--- config.mk ---
export PLATFORM = sky130hd
export DESIGN_NAME = prog_freq_divider
export DESIGN_NICKNAME = d
export VERILOG_FILES = /design/src/rtl/ddfs_div_pkg.sv /design/src/rtl/div_sel_decode.sv /design/src/rtl/prog_freq_divider.sv
export SDC_FILE = /design/constraint.sdc
export NUM_CORES = 1
export LEC_CHECK = 0
export ABC_AREA = 1
export ABC_CLOCK_PERIOD_IN_PS = 2410
export CORE_ASPECT_RATIO = 1.1
export CORE_MARGIN = 10
export CORE_UTILIZATION = 35
export DETAILED_ROUTE_END_ITERATION = 7
export GPL_ROUTABILITY_DRIVEN = 0
export HOLD_SLACK_MARGIN = 0.12
export MAX_ROUTING_LAYER = met4
export PLACE_DENSITY = 0.57
export SLEW_MARGIN = 5
export SYNTH_ARGS = -nofsm -noshare
export SYNTH_HDL_FRONTEND = slang
export SYNTH_SLANG_ARGS = --single-unit
--- constraint.sdc ---
create_clock -name clk_in -period 2.41 [get_ports clk_in]
set_input_delay 0.723 -clock clk_in [delete_from_list [all_inputs] [get_ports clk_in]]
set_output_delay 0.723 -clock clk_in [all_outputs]
set_load 0.05 [all_outputs]
--- src/rtl/ddfs_div_pkg.sv ---
// Shared types and constants for the programmable DDFS clock divider.
// Decade divisor table, minimum divisor, and the custom-select code.
package ddfs_div_pkg;

  typedef enum logic [1:0] {
    STOP  = 2'd0,
    RUN   = 2'd1,
    DRAIN = 2'd2
  } div_state_e;

  localparam int unsigned DIV_MIN    = 2;
  localparam int unsigned SEL_CUSTOM = 7;

  localparam int unsigned DIV_DEC [0:6] = '{
    2, 10, 100, 1000, 10000, 100000, 1000000
  };

  // Code 0 maps to 2 rather than 1 so the table never yields a divide-by-1.
  function automatic int unsigned dec_div(input int unsigned sel);
    case (sel)
      0:       return DIV_DEC[0];
      1:       return DIV_DEC[1];
      2:       return DIV_DEC[2];
      3:       return DIV_DEC[3];
      4:       return DIV_DEC[4];
      5:       return DIV_DEC[5];
      6:       return DIV_DEC[6];
      default: return DIV_MIN;
    endcase
  endfunction

endpackage

--- src/rtl/div_sel_decode.sv ---
// Combinational divisor select: decade table or clamped custom value.
// Result is only sampled by the top at period load points.
module div_sel_decode
  import ddfs_div_pkg::*;
#(
  parameter int CNT_W = 20,
  parameter int SEL_W = 3
) (
  input  logic [SEL_W-1:0] freq_cntrl,
  input  logic [CNT_W-1:0] div_custom,
  output logic [CNT_W-1:0] req_div
);

  always_comb begin
    req_div = CNT_W'(DIV_MIN);
    if (int'(unsigned'(freq_cntrl)) == int'(SEL_CUSTOM)) begin
      // Divide-by-0/1 would collapse the period; hold the floor at 2.
      if (div_custom < CNT_W'(DIV_MIN))
        req_div = CNT_W'(DIV_MIN);
      else
        req_div = div_custom;
    end else begin
      req_div = CNT_W'(dec_div(int'(unsigned'(freq_cntrl))));
    end
  end

endmodule

--- src/rtl/prog_freq_divider.sv ---
// Glitch-free programmable clock divider: clk_out, tick strobe, run status.
// Divisor and stop requests are only honoured at period boundaries.
module prog_freq_divider
  import ddfs_div_pkg::*;
#(
  parameter int CNT_W = 20,
  parameter int SEL_W = 3
) (
  input  logic             clk_in,
  input  logic             arstn,
  input  logic             en,
  input  logic [SEL_W-1:0] freq_cntrl,
  input  logic [CNT_W-1:0] div_custom,
  output logic             clk_out,
  output logic             tick,
  output logic             running,
  output logic [CNT_W-1:0] div_active
);

  div_state_e       state;
  logic [CNT_W-1:0] count;
  logic [CNT_W-1:0] hi_time;
  logic [CNT_W-1:0] req_div;
  logic [CNT_W-1:0] cnt_nxt;
  logic             wrap;

  div_sel_decode #(
    .CNT_W (CNT_W),
    .SEL_W (SEL_W)
  ) u_dec (
    .freq_cntrl (freq_cntrl),
    .div_custom (div_custom),
    .req_div    (req_div)
  );

  assign cnt_nxt = count + CNT_W'(1);
  assign wrap    = (count == div_active - CNT_W'(1));

  always_ff @(posedge clk_in or negedge arstn) begin
    if (!arstn) begin
      state      <= STOP;
      count      <= '0;
      div_active <= CNT_W'(DIV_MIN);
      hi_time    <= CNT_W'(DIV_MIN >> 1);
      clk_out    <= 1'b0;
      tick       <= 1'b0;
      running    <= 1'b0;
    end else begin
      tick <= 1'b0;
      unique case (state)
        STOP: begin
          count   <= '0;
          clk_out <= 1'b0;
          if (en) begin
            state      <= RUN;
            div_active <= req_div;
            hi_time    <= req_div >> 1;
            clk_out    <= 1'b1;
            tick       <= 1'b1;
            running    <= 1'b1;
          end
        end
        RUN, DRAIN: begin
          if (wrap) begin
            count <= '0;
            if (en) begin
              state      <= RUN;
              div_active <= req_div;
              hi_time    <= req_div >> 1;
              clk_out    <= 1'b1;
              tick       <= 1'b1;
            end else begin
              // Period is complete; the old divisor stays visible while stopped.
              state   <= STOP;
              clk_out <= 1'b0;
              running <= 1'b0;
            end
          end else begin
            count   <= cnt_nxt;
            clk_out <= (cnt_nxt < hi_time);
            state   <= en ? RUN : DRAIN;
          end
        end
        default: begin
          state   <= STOP;
          count   <= '0;
          clk_out <= 1'b0;
          running <= 1'b0;
        end
      endcase
    end
  end

endmodule

==> summary by stage <==
Timing
Setup repair after global routing could not meet its margin everywhere. The final max-slew violation count was 0. In this run the tightest slew margin relative to its limit is 60.7%. The number of hold violations in the final report was 0. Setup violations remaining at the end of the flow were counted as 1.

The post-route worst setup slack is -119 ps. The final critical path takes up 105% of the cycle. Clock skew on the completed layout was measured at 5.32 ps. Static timing analysis puts the maximum clock frequency at 395 MHz. The slew of the pin with the lowest slew margin is 590 ps. The minimum period implied by the final worst setup slack is 2530 ps.

Global routing
The initial antenna violation count is 0. The global-route wire length before repair is 19300 um. The via count of the first global-routing pass came to 4076. The overall routing resource usage is 15.5%.

Entering global routing, the biggest net connects 46 pins. The total overflow left after global routing is 0.

Clock network
Clock tree synthesis selected as its root buffer the cell sky130_fd_sc_hd__clkbuf_16. After clock tree synthesis, the flow added hold-fix buffers numbering 0. The count of H-tree levels built during CTS is 2. For the worst-skew pair, the clock arrives at the later sink with an insertion delay of 290 ps. Clock-pin slew was measured on the worst setup and hold paths at 60 ps. The clock passes through at most 2 buffers.

Counting every sink on the clock net gives 45. The TritonCTS buffer count is 5. TritonCTS built the clock tree.

Cells and area
The final standard cell count with taps included and fillers excluded is 863. The final net count is 763. The area added between synthesis and finish is 39.2%. The number of diodes added for antenna fixing is 0. The final standard cell utilization of the core is 49.7%.

In the final layout, the share of cells above drive strength 1 is 20.7%.

Synth
Summing the areas of all xor and xnor instances in the mapped netlist gives 7.00% of the synthesized area. Counting distinct cell types in the post-synthesis netlist gives 36. Synthesis produced a netlist whose cell count is 603. The count of synthesis-stage warnings from yosys is 0.

The combinational family with the most area after synthesis is simple AND/OR/NAND/NOR gates. The cell type with the largest total area after synthesis is sky130_fd_sc_hd__dfrtp_1. For this run, asynchronously set or reset flops after synthesis account for 100%.

The area fraction in compound gates after synthesis is 5.00%. The adder-cell share of the synthesized area is 7.10%. The most used flip-flop cell after synthesis is sky130_fd_sc_hd__dfrtp_1.

The sequential cell area fraction in the yosys report is 29.1%. The per-instance average area after synthesis is 6.43 um2. Yosys attributes the largest share of cell area to sky130_fd_sc_hd__dfrtp_1 (28%), sky130_fd_sc_hd__nand2_1 (19%), sky130_fd_sc_hd__inv_1 (8.1%), sky130_fd_sc_hd__nor2_1 (7.5%), sky130_fd_sc_hd__ha_1 (7.1%). The cell area after synthesis is 3880 um2. The number of enable-type register cells in the synthesized netlist is 0. The net count of the mapped netlist is 651.

After synthesis, the largest area contributor takes up 28.4% of total cell area. The share of cell area taken by muxes after synthesis is 0%. The area fraction in and, or, nand and nor cells after synthesis is 41.6%. Synthesis inferred 45 register bits.

Worst setup path
The end of the worst register-to-register path is clk_out$_DFF_PN0_. The peak fanout along the critical path is 4. STA classifies the critical path endpoint as a flop. For the worst setup path, the data required time is 2590 ps.

The cell count of the worst reg-to-reg path is 18. In this run the register-to-register setup slack is -120 ps. The kind of critical path is reg2reg.

The data arrival at the endpoint of the critical path is 2710 ps. STA classifies the critical path startpoint as a flop. The reg-to-reg critical path startpoint is count[3]$_DFF_PN0_.

Placed design
The count of buffers added on input and output ports is 48. The detailed placement HPWL is 9860 um. The number of placed instances with taps included is 847.

The post-placement worst setup slack is -325 ps.

Route
The average routed wire per standard cell is 14.1 um. For this run, design rule violations remaining after detail routing come to 0. The number of vias per cell after detailed routing is 4.75. The count of nets left with antenna violations once routing finished came out at 0. The detailed-route via count is 4102.

Before antenna repair, the detailed router went through 5 iterations. The routed design has 12200 um of wire. The first routing iteration left 181 violations.

Floorplanning
During I/O placement, the number of pins put on the boundary was 49. The core area is 10900 um2. The starting density of the core is 35.7%. Row generation in the floorplan step produced 40 rows.

The total die area is 15700 um2. The width of the die is 120 um. The height of the die is 130 um.

Worst hold path
The class of the most critical hold timing path is reg2reg. The startpoint identified for the worst hold timing path is running$_DFFE_PN0P_. The terminating pin of the worst hold path is running$_DFFE_PN0P_. Counting instances, the worst hold path has a depth of 2.

Power
Dividing total power by cell area gives a power density of 1180 nW/um2. The total power is 6380 uW. VDD sags by at most 0.678 mV. The total leakage power is 0.00284 uW.

Status
The checks that failed: setup timing. The flow ran to the end, but the final reports show violations.

Flow run
Max-cap violations in this run came to 0.
[cells in the mapped netlist (all sizes together) (3+ instances only)]
cell type / instances
nor3: 3
nand3: 50
nand2: 200
xnor2: 10
inv: 86
a21oi: 15
buf: 6
nor2: 85
ha: 22
clkbuf: 5
nand4: 14
nor4: 6
nand3b: 11
xor2: 21
dfrtp: 44
o21ai: 9
[stage by stage]
stage	hold slack [ps]	cell area [um2]	setup TNS (ps)
after floorplan	427	3880	-83.4
after global placement	455	4900	-703
after detailed placement	478	4900	-1320
after CTS	491	5120	-121
after global routing	516	5400	-285
final	484	5400	-119
[area by class of cell]
class / count / area (um2)
Multi-Input combinational cell: 460 / 2580
Timing Repair Buffer: 115 / 991
Clock buffer: 6 / 139
Fill cell: 1106 / 5460
Tap cell: 147 / 184
Inverter: 88 / 330
Sequential cell: 45 / 1130
Clock inverter: 2 / 37.5
[sequential cells by signal, summed over array words and instances (netlist names)]
register    count
hi_time         1
running         1
tick            1
clk_out         1
state           2
count          20
div_active     19
[kinds of logic after synthesis]
| logic type | Yosys count |
|---|---|
| flip-flops | 45 |
| AO/OA/AOI/OAI | 34 |
| AND/OR/NAND/NOR | 372 |
| adder cells (fa/ha/maj) | 22 |
| buffers and inverters | 99 |
| XOR/XNOR | 31 |
[worst max-delay path, stage by stage, from the launching register on]
cell                      delay [ps]
sky130_fd_sc_hd__dfrtp_1         370
sky130_fd_sc_hd__inv_2            60
sky130_fd_sc_hd__nor4_4          310
sky130_fd_sc_hd__nand2_2         120
sky130_fd_sc_hd__nor2_4          140
sky130_fd_sc_hd__nand4_1         140
sky130_fd_sc_hd__xor2_1          230
sky130_fd_sc_hd__inv_1            70
sky130_fd_sc_hd__ha_1            290
sky130_fd_sc_hd__nand2_1          70
sky130_fd_sc_hd__buf_4           130
sky130_fd_sc_hd__nor2_1          100
sky130_fd_sc_hd__nand2_1          70
sky130_fd_sc_hd__nand2_1          50
sky130_fd_sc_hd__nand2_1          40
sky130_fd_sc_hd__nand2_1          60
sky130_fd_sc_hd__nand2_1          60
sky130_fd_sc_hd__nand2_1          70
sky130_fd_sc_hd__o21ai_1          60
[per-layer routing]
metal / vias to the layer above / track usage, % / share of wire, %
li1: 2123 / - / -
met2: 85 / 25.9 / 50
met3: 13 / 2.40 / 3.5
met4: 0 / 6.39 / 1.9
met5: - / - / 0
met1: 1881 / 18.2 / 45
[placed cells by master, fill, tap and decap left out, types with 3 or more instances in the layout]
cell type,synthesis,routed
sky130_fd_sc_hd__a21oi_1,15,15
sky130_fd_sc_hd__buf_4,2,79
sky130_fd_sc_hd__clkbuf_16,0,7
sky130_fd_sc_hd__clkdlybuf4s50_1,0,30
sky130_fd_sc_hd__dfrtp_1,44,39
sky130_fd_sc_hd__dfrtp_2,0,5
sky130_fd_sc_hd__ha_1,22,19
sky130_fd_sc_hd__inv_1,84,83
sky130_fd_sc_hd__inv_2,2,3
sky130_fd_sc_hd__nand2_1,195,191
sky130_fd_sc_hd__nand2_2,4,6
sky130_fd_sc_hd__nand3_1,49,47
sky130_fd_sc_hd__nand3b_1,11,11
sky130_fd_sc_hd__nand4_1,14,14
sky130_fd_sc_hd__nor2_1,77,64
sky130_fd_sc_hd__nor2_2,6,12
sky130_fd_sc_hd__nor2_4,2,9
sky130_fd_sc_hd__nor3_1,3,3
sky130_fd_sc_hd__nor4_1,6,4
sky130_fd_sc_hd__o21ai_0,9,8
sky130_fd_sc_hd__xnor2_1,10,10
sky130_fd_sc_hd__xor2_1,21,15
sky130_fd_sc_hd__xor2_2,0,6
[how the worst max path moves through the flow]
| stage | slack (ps) | to | start | cells after the start |
|---|---|---|---|---|
| 2_1_floorplan | -80 | clk_out$_DFF_PN0_ | count[0]$_DFF_PN0_ | 18 |
| 3_3_place_gp | -190 | clk_out$_DFF_PN0_ | count[3]$_DFF_PN0_ | 19 |
| 3_5_place_dp | -320 | clk_out$_DFF_PN0_ | count[3]$_DFF_PN0_ | 19 |
| 4_1_cts | -120 | clk_out$_DFF_PN0_ | count[6]$_DFF_PN0_ | 19 |
| 5_1_grt | -280 | clk_out$_DFF_PN0_ | count[3]$_DFF_PN0_ | 18 |
| 6_report | -120 | clk_out$_DFF_PN0_ | count[3]$_DFF_PN0_ | 18 |
[report_power, final]
| part | internal, uW | switching (uW) | leakage, uW | total, uW |
|---|---|---|---|---|
| Combinational | 1630 | 2730 | 0.00216 | 4360 |
| Sequential | 953 | 255 | 0.000593 | 1210 |
| Clock | 517 | 294 | 0.0000831 | 811 |
[what timing repair did]
item                                    CTS  global route
gates cloned                              0             3
endpoints found under the setup margin   21            42
gates resized for setup                   9            42
buffers inserted                          1             4
pin swaps                                10            18
No activity file was read; power rests on OpenSTA's default activity.
